## config.mk

```make
export PLATFORM = sky130hd
export DESIGN_NAME = csi2_rx_packet_controller
export DESIGN_NICKNAME = d
export VERILOG_FILES = /design/src/rtl/csi2_pkg.sv /design/src/rtl/csi2_crc16.sv /design/src/rtl/csi2_rx_packet_controller.sv
export SDC_FILE = /design/constraint.sdc
export NUM_CORES = 1
export LEC_CHECK = 0
export ABC_AREA = 1
export CELL_PAD_IN_SITES_DETAIL_PLACEMENT = 1
export CELL_PAD_IN_SITES_GLOBAL_PLACEMENT = 2
export CORE_ASPECT_RATIO = 1.1
export CORE_MARGIN = 10
export CORE_UTILIZATION = 36
export CTS_BUF_LIST = sky130_fd_sc_hd__clkbuf_16
export DETAILED_ROUTE_END_ITERATION = 6
export PLACE_DENSITY = 0.82
export SKIP_LAST_GASP = 1
export SYNTH_ARGS = -nofsm -noshare
export SYNTH_HDL_FRONTEND = slang
export SYNTH_SLANG_ARGS = --single-unit
```

## constraint.sdc

```tcl
create_clock -name clock_p -period 3.1 [get_ports clock_p]
set_input_delay 0.62 -clock clock_p [delete_from_list [all_inputs] [get_ports clock_p]]
set_output_delay 0.62 -clock clock_p [all_outputs]
set_load 0.05 [all_outputs]
```

## src/rtl/csi2_pkg.sv

```systemverilog
`default_nettype none
// ==========================================================================
// csi2_pkg : shared state type, data-type constants and CRC-16 step
// Rev 1.0
// ==========================================================================
package csi2_pkg;

  typedef enum logic [2:0] {
    RESET   = 3'd0,
    IDLE    = 3'd1,
    HEADER  = 3'd2,
    PAYLOAD = 3'd3,
    CRC     = 3'd4
  } rx_state_t;

  localparam logic [5:0]  DT_LONG_MIN    = 6'h10;
  localparam logic [5:0]  DT_FRAME_START = 6'h00;
  localparam logic [5:0]  DT_FRAME_END   = 6'h01;
  localparam logic [15:0] CRC_INIT       = 16'hFFFF;
  localparam logic [15:0] CRC_POLY_REFL  = 16'h8408;

  // One byte of the reflected CRC-16/CCITT, LSB first.
  function automatic logic [15:0] crc16_byte(input logic [15:0] crc_in, input logic [7:0] data);
    logic [15:0] c;
    c = crc_in ^ {8'h00, data};
    for (int i = 0; i < 8; i++) begin
      c = c[0] ? ((c >> 1) ^ CRC_POLY_REFL) : (c >> 1);
    end
    return c;
  endfunction

endpackage
`default_nettype wire

```

## src/rtl/csi2_crc16.sv

```systemverilog
`default_nettype none
// ==========================================================================
// csi2_crc16 : byte-serial CRC-16 accumulator over the packet payload
// Rev 1.0
// ==========================================================================
module csi2_crc16
  import csi2_pkg::*;
(
  input  logic        clock_p,
  input  logic        reset_n,
  input  logic        init,
  input  logic [7:0]  data_byte,
  input  logic        valid,
  output logic [15:0] crc
);

  logic [15:0] crc_q, crc_d;

  always_comb begin
    crc_d = crc_q;
    if (init) begin
      crc_d = CRC_INIT;
    end else if (valid) begin
      crc_d = crc16_byte(crc_q, data_byte);
    end
  end

  always_ff @(posedge clock_p or negedge reset_n) begin
    if (!reset_n) begin
      crc_q <= CRC_INIT;
    end else begin
      crc_q <= crc_d;
    end
  end

  assign crc = crc_q;

endmodule
`default_nettype wire

```

## src/rtl/csi2_rx_packet_controller.sv

```systemverilog
`default_nettype none
// ==========================================================================
// csi2_rx_packet_controller : CSI-2 packet parser and sequencer for an
// HS-only D-PHY receiver. Optional payload CRC check: CSI2_CRC_CHECK_EN.
// Rev 1.0
// ==========================================================================
module csi2_rx_packet_controller
  import csi2_pkg::*;
#(
  parameter int RESET_CYCLES = 4,
  parameter int TIMEOUT      = 1024
) (
  input  logic        clock_p,
  input  logic        reset_n,
  input  logic [7:0]  rx_data,
  input  logic        rx_enable,
  output logic        phy_reset,
  output logic        header_valid,
  output logic [7:0]  data_id,
  output logic [15:0] word_count,
  output logic [7:0]  ecc,
  output logic        is_long,
  output logic [7:0]  payload,
  output logic        payload_valid,
  output logic        packet_end,
  output logic        aborted,
  output logic        crc_error
);

  localparam int RW = $clog2(RESET_CYCLES + 1);
  localparam int IW = $clog2(TIMEOUT);
  localparam logic [RW-1:0] RST_LOAD = RW'(RESET_CYCLES - 1);
  localparam logic [IW-1:0] IDLE_MAX = IW'(TIMEOUT - 1);

  rx_state_t     state_q, state_d;
  logic [RW-1:0] rst_cnt_q, rst_cnt_d;
  logic [IW-1:0] idle_cnt_q, idle_cnt_d;
  logic [1:0]    hdr_idx_q, hdr_idx_d;
  logic [7:0]    di_q, di_d;
  logic [15:0]   wc_q, wc_d;
  logic [15:0]   byte_cnt_q, byte_cnt_d;
  logic          crc_idx_q, crc_idx_d;
  logic [7:0]    crc_lo_q, crc_lo_d;

  logic          phy_reset_q, phy_reset_d;
  logic          header_valid_q, header_valid_d;
  logic [7:0]    data_id_q, data_id_d;
  logic [15:0]   word_count_q, word_count_d;
  logic [7:0]    ecc_q, ecc_d;
  logic          is_long_q, is_long_d;
  logic [7:0]    payload_q, payload_d;
  logic          payload_valid_q, payload_valid_d;
  logic          packet_end_q, packet_end_d;
  logic          aborted_q, aborted_d;
  logic          crc_error_q, crc_error_d;

  logic          crc_init, crc_mismatch, in_packet, timeout_hit, long_pkt;

`ifdef CSI2_CRC_CHECK_EN
  logic [15:0] crc_calc;

  csi2_crc16 u_crc16 (
    .clock_p   (clock_p),
    .reset_n   (reset_n),
    .init      (crc_init),
    .data_byte (rx_data),
    .valid     (state_q == PAYLOAD && rx_enable),
    .crc       (crc_calc)
  );

  // Only meaningful while the second (msb) CRC byte is on rx_data.
  assign crc_mismatch = ({rx_data, crc_lo_q} != crc_calc);
`else
  logic crc_unused;
  assign crc_unused   = ^{crc_init, crc_lo_q};
  assign crc_mismatch = 1'b0;
`endif

  assign in_packet   = (state_q == HEADER) || (state_q == PAYLOAD) || (state_q == CRC);
  assign timeout_hit = in_packet && !rx_enable && (idle_cnt_q == IDLE_MAX);
  assign long_pkt    = (di_q[5:0] >= DT_LONG_MIN);

  always_comb begin
    state_d         = state_q;
    rst_cnt_d       = rst_cnt_q;
    idle_cnt_d      = '0;
    hdr_idx_d       = hdr_idx_q;
    di_d            = di_q;
    wc_d            = wc_q;
    byte_cnt_d      = byte_cnt_q;
    crc_idx_d       = crc_idx_q;
    crc_lo_d        = crc_lo_q;
    header_valid_d  = 1'b0;
    data_id_d       = data_id_q;
    word_count_d    = word_count_q;
    ecc_d           = ecc_q;
    is_long_d       = is_long_q;
    payload_d       = payload_q;
    payload_valid_d = 1'b0;
    packet_end_d    = 1'b0;
    aborted_d       = 1'b0;
    crc_error_d     = 1'b0;
    crc_init        = 1'b0;

    if (in_packet && !rx_enable && !timeout_hit) begin
      idle_cnt_d = idle_cnt_q + 1'b1;
    end

    case (state_q)
      RESET: begin
        if (rst_cnt_q == '0) begin
          state_d = IDLE;
        end else begin
          rst_cnt_d = rst_cnt_q - 1'b1;
        end
      end
      IDLE: begin
        if (rx_enable) begin
          di_d      = rx_data;
          hdr_idx_d = 2'd1;
          crc_init  = 1'b1;
          state_d   = HEADER;
        end
      end
      HEADER: begin
        if (rx_enable) begin
          hdr_idx_d = hdr_idx_q + 2'd1;
          case (hdr_idx_q)
            2'd1:    wc_d[7:0]  = rx_data;
            2'd2:    wc_d[15:8] = rx_data;
            default: begin
              header_valid_d = 1'b1;
              data_id_d      = di_q;
              word_count_d   = wc_q;
              ecc_d          = rx_data;
              is_long_d      = long_pkt;
              if (!long_pkt) begin
                packet_end_d = 1'b1;
                state_d      = RESET;
              end else if (wc_q == 16'd0) begin
                crc_idx_d = 1'b0;
                state_d   = CRC;
              end else begin
                byte_cnt_d = wc_q;
                state_d    = PAYLOAD;
              end
            end
          endcase
        end
      end
      PAYLOAD: begin
        if (rx_enable) begin
          payload_valid_d = 1'b1;
          payload_d       = rx_data;
          if (byte_cnt_q != 16'd0) begin
            byte_cnt_d = byte_cnt_q - 16'd1;
          end
          if (byte_cnt_q <= 16'd1) begin
            crc_idx_d = 1'b0;
            state_d   = CRC;
          end
        end
      end
      CRC: begin
        if (rx_enable) begin
          if (!crc_idx_q) begin
            crc_lo_d  = rx_data;
            crc_idx_d = 1'b1;
          end else begin
            packet_end_d = 1'b1;
            crc_error_d  = crc_mismatch;
            state_d      = RESET;
          end
        end
      end
      default: state_d = RESET;
    endcase

    if (timeout_hit) begin
      aborted_d = 1'b1;
      state_d   = RESET;
    end

    // Reloading on every entry keeps phy_reset high for exactly RESET_CYCLES clocks.
    if (state_d == RESET && state_q != RESET) begin
      rst_cnt_d = RST_LOAD;
    end
    phy_reset_d = (state_d == RESET);
  end

  always_ff @(posedge clock_p or negedge reset_n) begin
    if (!reset_n) begin
      state_q         <= RESET;
      rst_cnt_q       <= RST_LOAD;
      idle_cnt_q      <= '0;
      hdr_idx_q       <= 2'd0;
      di_q            <= 8'h00;
      wc_q            <= 16'h0000;
      byte_cnt_q      <= 16'h0000;
      crc_idx_q       <= 1'b0;
      crc_lo_q        <= 8'h00;
      phy_reset_q     <= 1'b1;
      header_valid_q  <= 1'b0;
      data_id_q       <= 8'h00;
      word_count_q    <= 16'h0000;
      ecc_q           <= 8'h00;
      is_long_q       <= 1'b0;
      payload_q       <= 8'h00;
      payload_valid_q <= 1'b0;
      packet_end_q    <= 1'b0;
      aborted_q       <= 1'b0;
      crc_error_q     <= 1'b0;
    end else begin
      state_q         <= state_d;
      rst_cnt_q       <= rst_cnt_d;
      idle_cnt_q      <= idle_cnt_d;
      hdr_idx_q       <= hdr_idx_d;
      di_q            <= di_d;
      wc_q            <= wc_d;
      byte_cnt_q      <= byte_cnt_d;
      crc_idx_q       <= crc_idx_d;
      crc_lo_q        <= crc_lo_d;
      phy_reset_q     <= phy_reset_d;
      header_valid_q  <= header_valid_d;
      data_id_q       <= data_id_d;
      word_count_q    <= word_count_d;
      ecc_q           <= ecc_d;
      is_long_q       <= is_long_d;
      payload_q       <= payload_d;
      payload_valid_q <= payload_valid_d;
      packet_end_q    <= packet_end_d;
      aborted_q       <= aborted_d;
      crc_error_q     <= crc_error_d;
    end
  end

  assign phy_reset     = phy_reset_q;
  assign header_valid  = header_valid_q;
  assign data_id       = data_id_q;
  assign word_count    = word_count_q;
  assign ecc           = ecc_q;
  assign is_long       = is_long_q;
  assign payload       = payload_q;
  assign payload_valid = payload_valid_q;
  assign packet_end    = packet_end_q;
  assign aborted       = aborted_q;
  assign crc_error     = crc_error_q;

endmodule
`default_nettype wire

```

# --- Yosys cells after proc, flatten, opt, wreduce, memory -nomap -nowiden ---
# Index checks and enable logic that the tools add are counted.
classes:
  shift: 0
  eq_ne: 18
  order_cmp: 2
  muxes: 46
  n_addsub: 4
  bitwise_logic: 1
  reduce_logical: 28
  div: 0
  n_mul: 0
ops:
  columns: ["op", "count"]
  rows:
  - ["2-to-1 mux 16 bit", 6]
  - ["2-to-1 mux 3 bit", 14]
  - ["one-hot mux 16 bit (2 select lines)", 1]
  - ["2-to-1 mux 1 bit", 18]
  - ["<= comparator 16 x 1 -> 1 bit (second input constant)", 1]
  - ["logical NOT 16 bit", 1]
  - ["nonzero test 16 bit", 1]
  - ["subtractor 16 x 1 -> 16 bit (second input constant)", 1]
  - ["one-hot mux 3 bit (5 select lines)", 1]
  - ["!= test 2 bit (second input constant)", 7]
  - ["AND reduction 3 bit", 4]
  - ["adder 10 x 1 -> 10 bit (second input constant)", 1]
  - ["== test 10 bit (second input constant)", 1]
  - ["2-to-1 mux 10 bit", 1]
  - ["logical NOT 3 bit", 3]
  - ["!= test 2 x 1 -> 1 bit (second input constant)", 4]
  - ["AND reduction 8 bit", 1]
  - ["AND reduction 7 bit", 1]
  - ["== test 3 x 2 -> 1 bit (second input constant)", 2]
  - [">= comparator 6 x 5 -> 1 bit (second input constant)", 1]
  - ["AND reduction 2 bit", 3]
  - ["nonzero test 2 bit", 3]
  - ["nonzero test 3 bit", 2]
  - ["logical AND 1 bit", 4]
  - ["14 further kinds", 17]
word_totals:
  memories: 0
  regBits: 105
  ramBits: 0
  latchBits: 0
  word_cells: 118
  mem_bits_ro: 0

# --- Longest topological paths before layout ---
# Gate-level depths: netlist of run 1.
logic_depth:
  word_depth: 11
  depth_mapped: 13
  depth_no_buf: 13

# --- Least setup slack after synthesis of run 1 ---
# OpenSTA, ideal clock, no wires.
synth_timing:
  path_type: "input-to-reg"
  start: "in rx_enable"
  end: "reg byte_cnt_q[9]"
  path_stages: 11
  path_slack_ns: 1.371
  setup_ns: 0.125
  arrival_ns: 1.604
  path_cell_list: "buf_6 nand2_1 nor2_1 nand2_1 inv_2 nand2_1 nand2_1 nand2_2 buf_4 a21oi_1 o22ai_1"
synth_via:
  elab_chain_len: 2
synth_rtl:
  columns: ["item", "line", "rtl"]
  rows:
  - ["start, declared", "csi2_rx_packet_controller.sv:16", "input logic rx_enable,"]
  - ["!= test 2 bit (no line)", null, null]
  - ["AND reduction 7 bit (no line) *", null, null]
  - ["end signal, assigned", "csi2_rx_packet_controller.sv:220", "byte_cnt_q <= byte_cnt_d;"]
  - ["end, declared", "csi2_rx_packet_controller.sv:41", "logic [15:0] byte_cnt_q, byte_cnt_d;"]
# Every way passes the cells marked *; elsewhere a longest branch is shown, timed or not.
# A chain may end at the register's enable or synchronous reset.

# --- Worst setup path after layout of run 1 ---
layout_timing:
  start: "reg phy_reset_q, in the netlist phy_reset"
  end: "out phy_reset"
layout_lines:
  columns: ["item", "line", "rtl"]
  rows:
  - ["start, declared", "csi2_rx_packet_controller.sv:45", "logic phy_reset_q, phy_reset_d;"]
  - ["start signal, assigned", "csi2_rx_packet_controller.sv:223", "phy_reset_q <= phy_reset_d;"]
  - ["end, declared", "csi2_rx_packet_controller.sv:17", "output logic phy_reset,"]
# No word-level cell between the ends.

==> results of run 1 <==
==> layout make-up <==
type / count / area [sq um] / share of cell area
flip-flops and latches: 105 / 2630 / 0.453
multi-input cells: 385 / 1850 / 0.318
repair buffers: 63 / 623 / 0.107
clock buffers: 9 / 225 / 0.0388
inverters: 56 / 213 / 0.0366
well taps: 161 / 201 / 0.0347
clock inverters: 7 / 67.6 / 0.0116
==> registers in the layout, indices dropped and copies added, names as in the netlist, 8 cells and up <==
register	flops
byte_cnt_q	16
data_id	8
di_q	8
ecc	8
idle_cnt_q	10
payload	8
wc_q	16
word_count	16
==> Yosys cell counts, drive strengths merged, types with 5 or more instances <==
master,count,area share
nand2,175,0.14
dfrtp,102,0.53
o21ai,72,0.077
inv,56,0.044
nor2,56,0.048
a21oi,17,0.018
nand3,14,0.018
clkbuf,13,0.010
nor3,9,0.013
ha,8,0.021
o22ai,6,0.0078
buf,5,0.0089
==> power groups by stage <==
stage               sequential, mW  clock [mW]  combinational [mW]
CTS                           2.37        1.19                2.97
finish                        2.36        1.15                2.92
global route                  2.45        1.24                3.21
detailed placement            2.38           0                2.95
global placement              2.36           0                2.86
floorplan                     3.10           0                1.16
==> worst paths after layout <==
kind / to / slack, ps / startpoint / cells past startpoint
min reg2reg: idle_cnt_q[0] / 470 / idle_cnt_q[0] / 1
min in group clock_p: idle_cnt_q[0] / 470 / idle_cnt_q[0] / 1
min: packet_end / 210 / reset_n / 1
max reg2reg: byte_cnt_q[6] / 1020 / hdr_idx_q[0] / 12
max in group asynchronous: rst_cnt_q[0] / 2150 / reset_n / 2
max: phy_reset / 790 / phy_reset / 1
==> kinds of logic after synthesis <==
| family | after synthesis |
|---|---|
| buf+inv | 74 |
| compound gates | 106 |
| simple gates | 264 |
| flops | 105 |
| fa+ha+maj | 8 |
| xor+xnor | 6 |
| other cells | 1 |
==> metal layers <==
metal,share of wire,GRT usage,up-vias,wire [microns]
li1,-,-,1918,-
met1,0.44,0.192,1995,6110
met2,0.50,0.266,64,6840
met3,0.045,0.0375,23,628
met4,0.018,0.0610,0,245
met5,0,0,-,0
==> through the flow <==
stage                     power, mW  hold slack [ps]   util
after floorplan                4.26              324      -
after global placement         5.23              440  0.421
after detailed placement       5.33              464  0.421
after CTS                      6.52              219  0.444
after global routing           6.89              247  0.444
final                          6.43              209  0.444
==> flow_metrics.tcl, run 1 <==
set metrics [dict create \
    finalSetupViolCount 0 \
    layout.nets 639 \
    fp.dieW_microns 130 \
    pwr-share-comb 0.454 \
    crit_path_end_kind "primary output" \
    first_global_vias 4283 \
    grt_pass1_wl_mm 22.8 \
    switchingPower_mw 3.02 \
    final_cell_mix "169 x nand2_1, 102 x dfrtp_1, 59 x o21ai_0, 55 x clkdlybuf4s50_1, 52 x nor2_1" \
    fill_cells 1578 \
    postCtsHoldBufs 0 \
    maxSlewViolCount 0 \
    cts_resized 0 \
    dp_hpwl_mm 9.92 \
    synth_compound_area_frac 0.122 \
    dieArea_sq_um 18300 \
    yosysSeqAreaShare 0.550 \
    crit_buf_inv 1 \
    cap_violations 0 \
    path_clk_slew_ps 80 \
    h-tree-depth 3 \
    port_buffers 56 \
    grt.overflow.total 0 \
    synth.distinct_cells 39 \
    start_util 0.365 \
    core-area_sq_um 13100 \
    post_cts.repair.setup_buffers 0 \
    finalCritPeriodShare 0.746 \
    vias 4000 \
    synthSimpleGateAreaFrac 0.232 \
    muxShareOfSynthArea 0 \
    cts_tree "built" \
    numClockSinks 105 \
    route.detailed.drc 0 \
    wire_per_inst_microns 17.6 \
    fin_crit_ps 2310 \
    finalHoldViolations 0 \
    die_height_microns 141 \
    start_kind "flop" \
    cp_max_fo 1 \
    cts_buffers 9 \
    placed_cells 770 \
    slowest_delay_ps 810 \
    area_growth_pct 21.4 \
    synth_nets 583 \
    drtIter0Drc 198 \
    postSynthAreaPerCell_sq_um 8.49 \
    synthArstFlopShare 1.00 \
    max-slew-margin-rel 0.506 \
    cp_top_family "buffers and inverters" \
    synth_edf_count 0 \
    fmaxAchievable_mhz 432 \
    syn_inst 564 \
    clk_latency_ps 370 \
    power.leakage_nw 2.79 \
    rsz0062_at_grt "false" \
    synth_top_flop_cell "dfrtp_1" \
    synth-xor-area-share 0.0110 \
    powerDensity_nw_per_um2 1110 \
    tns_ps 0 \
    antenna_found_initial 0 \
    clockPowerShare 0.179 \
    peakVddDrop_uv 698 \
    routabilityCongestion 0.802 \
    crit_chain "clkdlybuf4s50_1" \
    p_int_mw 3.41 \
    placed_area_sq_um 5520 \
    routed_wl_mm 13.8 \
    drive_gt1_frac 0.0880 \
    cp_data_required_time_ps 2480 \
    min_path_type "input port to async pin" \
    clockBufferDepth 2 \
    cts-root-buf "clkbuf_16" \
    timing.final.ws_setup_ps 786 \
    ys_ff_latch 105 \
    ant_nets 0 \
    dr.pass1.iters 4 \
    diodes 0 \
    ios 58 \
    vias_per_cell 5.09 \
    swShare 0.469 \
    worst_slew_pin_slew_ps 740 \
    grt_start_max_net_pins 74 \
    instances_no_fill 786 \
    outcome "finished clean" \
    synthAdderAreaFrac 0.0209 \
    slowest_stage "clkdlybuf4s50_1" \
    grt_use_total 0.159 \
    netlist_area_sq_um 4790 \
    path_class "flop to primary output" \
    final_common_cell "nand2_1" \
    cp.arrival_ps 1690 \
    yosysWarnings 0 \
    seq_power_share 0.367 \
    finalClockSkew_ps 9.26 \
    final_area_sq_um 5810 \
    synth_top_family_by_area "simple AND/OR/NAND/NOR gates" \
    dp_slack_ps 683 \
    std_cell_rows 44 \
]
(Power assumes the default switching activity.)
==> run 2: changes to the inputs <==
--- a/config.mk
+++ b/config.mk
@@ -10,10 +10,10 @@
 export CELL_PAD_IN_SITES_GLOBAL_PLACEMENT = 2
 export CORE_ASPECT_RATIO = 1.1
 export CORE_MARGIN = 10
-export CORE_UTILIZATION = 36
+export CORE_UTILIZATION = 30
 export CTS_BUF_LIST = sky130_fd_sc_hd__clkbuf_16
 export DETAILED_ROUTE_END_ITERATION = 6
-export PLACE_DENSITY = 0.82
+export PLACE_DENSITY = 0.73
 export SKIP_LAST_GASP = 1
 export SYNTH_ARGS = -nofsm -noshare
 export SYNTH_HDL_FRONTEND = slang
==> constraint.sdc (replaced) <==
create_clock -name clock_p -period 1.99 [get_ports clock_p]
set_input_delay 0.398 -clock clock_p [delete_from_list [all_inputs] [get_ports clock_p]]
set_output_delay 0.398 -clock clock_p [all_outputs]
set_load 0.05 [all_outputs]
==> run 2 against run 1 <==
Setup slack worse by 740 ps. Hold slack better by 250 ps. Register-to-register slack worse by 880 ps. First-iteration DRC count is 30% lower. Sequential power is 56% higher. Design area is 5.2% higher. Largest cell class unchanged. Critical path depth stayed put. Combinational power is 61% higher. Sequential share of layout area is 2.2 points lower. Die area is 17% higher. Non-clock buffer count is 25 higher. Critical path type unchanged. Wire length is 1.2% higher.
==> flow_metrics.tcl, run 2 (synthesis gave the netlist of run 1 again) <==
set metrics [dict create \
    final_cell_mix "168 x nand2_1, 102 x dfrtp_1, 59 x o21ai_0, 51 x nor2_1, 48 x inv_1" \
    cp.depth 1 \
    wire_per_inst_microns 16.5 \
    power.leakage_nw 3.16 \
    grt_pass1_wl_mm 23.3 \
    placed_area_sq_um 5730 \
    fill_cells 1877 \
    antenna_found_initial 0 \
    numClockSinks 105 \
    cp.arrival_ps 1550 \
    h-tree-depth 3 \
    finalSetupViolCount 0 \
    cts_buffers 9 \
    drive_gt1_frac 0.142 \
    core-area_sq_um 15700 \
    ant_nets 0 \
    switchingPower_mw 4.68 \
    peakVddDrop_uv 727 \
    slowest_stage "clkdlybuf4s50_1" \
    fp.dieW_microns 140 \
    finalCritPeriodShare 0.979 \
    diodes 0 \
    powerDensity_nw_per_um2 1650 \
    route.detailed.drc 0 \
    ff2ff_setup_slack_ps 140 \
    dp_hpwl_mm 10.4 \
    ios 58 \
    routabilityCongestion 0.820 \
    start_util 0.305 \
    cap_violations 0 \
    vias 3981 \
    layout.nets 664 \
    min_path_type "flop to flop" \
    fmaxAchievable_mhz 513 \
    area_growth_pct 27.7 \
    crit_chain "clkdlybuf4s50_1" \
    port_buffers 56 \
    crit_buf_inv 1 \
    clk_latency_ps 360 \
    die_height_microns 152 \
    cp_top_family "buffers and inverters" \
    whs_ps 454 \
    dieArea_sq_um 21400 \
    clockPowerShare 0.173 \
    tns_ps 0 \
    seq_power_share 0.363 \
    rsz0062_at_grt "true" \
    fin_crit_ps 1950 \
    final_area_sq_um 6110 \
    cts-root-buf "clkbuf_16" \
    outcome "finished clean" \
    clockBufferDepth 2 \
    final_common_cell "nand2_1" \
    grt_use_total 0.134 \
    ff2ff_path_depth 12 \
    cp_data_required_time_ps 1590 \
    worst_slew_pin_slew_ps 526 \
    swShare 0.463 \
    path_class "flop to primary output" \
    finalClockSkew_ps 12.5 \
    dr.pass1.iters 4 \
    finalHoldViolations 0 \
    path_clk_slew_ps 80 \
    maxSlewViolCount 0 \
    drtIter0Drc 139 \
    std_cell_rows 48 \
    vias_per_cell 4.68 \
    slowest_delay_ps 810 \
    cts_tree "built" \
    grt.overflow.total 0 \
    routed_wl_mm 14.0 \
    crit_path_end_kind "primary output" \
    grt_start_max_net_pins 43 \
    finalPower_mw 10.1 \
    min_path_cells 1 \
    max-slew-margin-rel 0.649 \
    pwr-share-comb 0.463 \
    cp_max_fo 2 \
    p_int_mw 5.43 \
    first_global_vias 4362 \
    start_kind "flop" \
]
run 2: cell count changes in the layout (fill, tap and decap cells not counted), moves of 2 or more:
cell | before | now
buf_4 | 7 | 37
clkdlybuf4s50_1 | 55 | 31
dlymetal6s2s_1 | 0 | 16
a21oi_1 | 17 | 15
a21oi_2 | 0 | 2
inv_2 | 7 | 9
inv_8 | 3 | 1
run 2: path summary, 6_finish.rpt:
path / start / end
hold / removal: idle_cnt_q[0] / idle_cnt_q[0]
hold reg to reg: idle_cnt_q[0] / idle_cnt_q[0]
setup / recovery: data_id[3] / data_id[3]
setup reg to reg: hdr_idx_q[0] / byte_cnt_q[8]
min in group asynchronous: reset_n / rst_cnt_q[2]
max in group asynchronous: reset_n / payload[5]
run 2: per-layer routing:
metal  up-vias  part of all wire  global-route usage
li1       1963                 -                   -
met1      1948              0.45               0.170
met2        56              0.48               0.213
met3        14             0.043              0.0383
met4         0             0.020              0.0492
met5         -                 0                   0
run 2: final cells by class:
type                       instances  area, sq um  area share
clock buffer                       9          225      0.0368
clock inverter                     7         60.1     0.00982
inverter                          56          213      0.0348
multi-input combinational        385         1890       0.309
sequential                       105         2630       0.430
tap                              200          250      0.0409
timing repair buffer              88          847       0.139
run 2: through the flow:
step                      utilization  instances  setup slack [ps]
after floorplan                     -        564               315
after global placement          0.365        831             -84.7
after detailed placement        0.365        831              -200
after CTS                       0.384        848              3.17
after global routing            0.390        850             -48.5
final                           0.390        850              42.4
run 2: repair_timing:
action | 4_1_cts | 5_1_grt
resized for setup | 1 | 25
setup buffers | 0 | 2
pin swaps | 0 | 3
hold buffers | 1 | 0
endpoints found under the setup margin | 1 | 35
endpoints found under the hold margin | 22 | 0
gates cloned | 0 | 0
run 2: power by group through the flow:
stage          sequential (mW)  combinational, mW  clock, mW
2_1_floorplan             4.83               1.81          0
3_3_place_gp              3.68               4.60          0
3_5_place_dp              3.71               4.71          0
4_1_cts                   3.68               4.72       1.80
5_1_grt                   3.79               5.20       1.89
6_report                  3.67               4.69       1.75
==> run 3: changes to the inputs <==
--- a/config.mk
+++ b/config.mk
@@ -17,4 +17,5 @@
 export SKIP_LAST_GASP = 1
 export SYNTH_ARGS = -nofsm -noshare
 export SYNTH_HDL_FRONTEND = slang
+export SYNTH_HIERARCHICAL = 1
 export SYNTH_SLANG_ARGS = --single-unit
==> results of run 3 <==
Final layout, timing and power as in run 2 (identical DEF).
Main changes from that run: Yosys warning count 0 -> 6
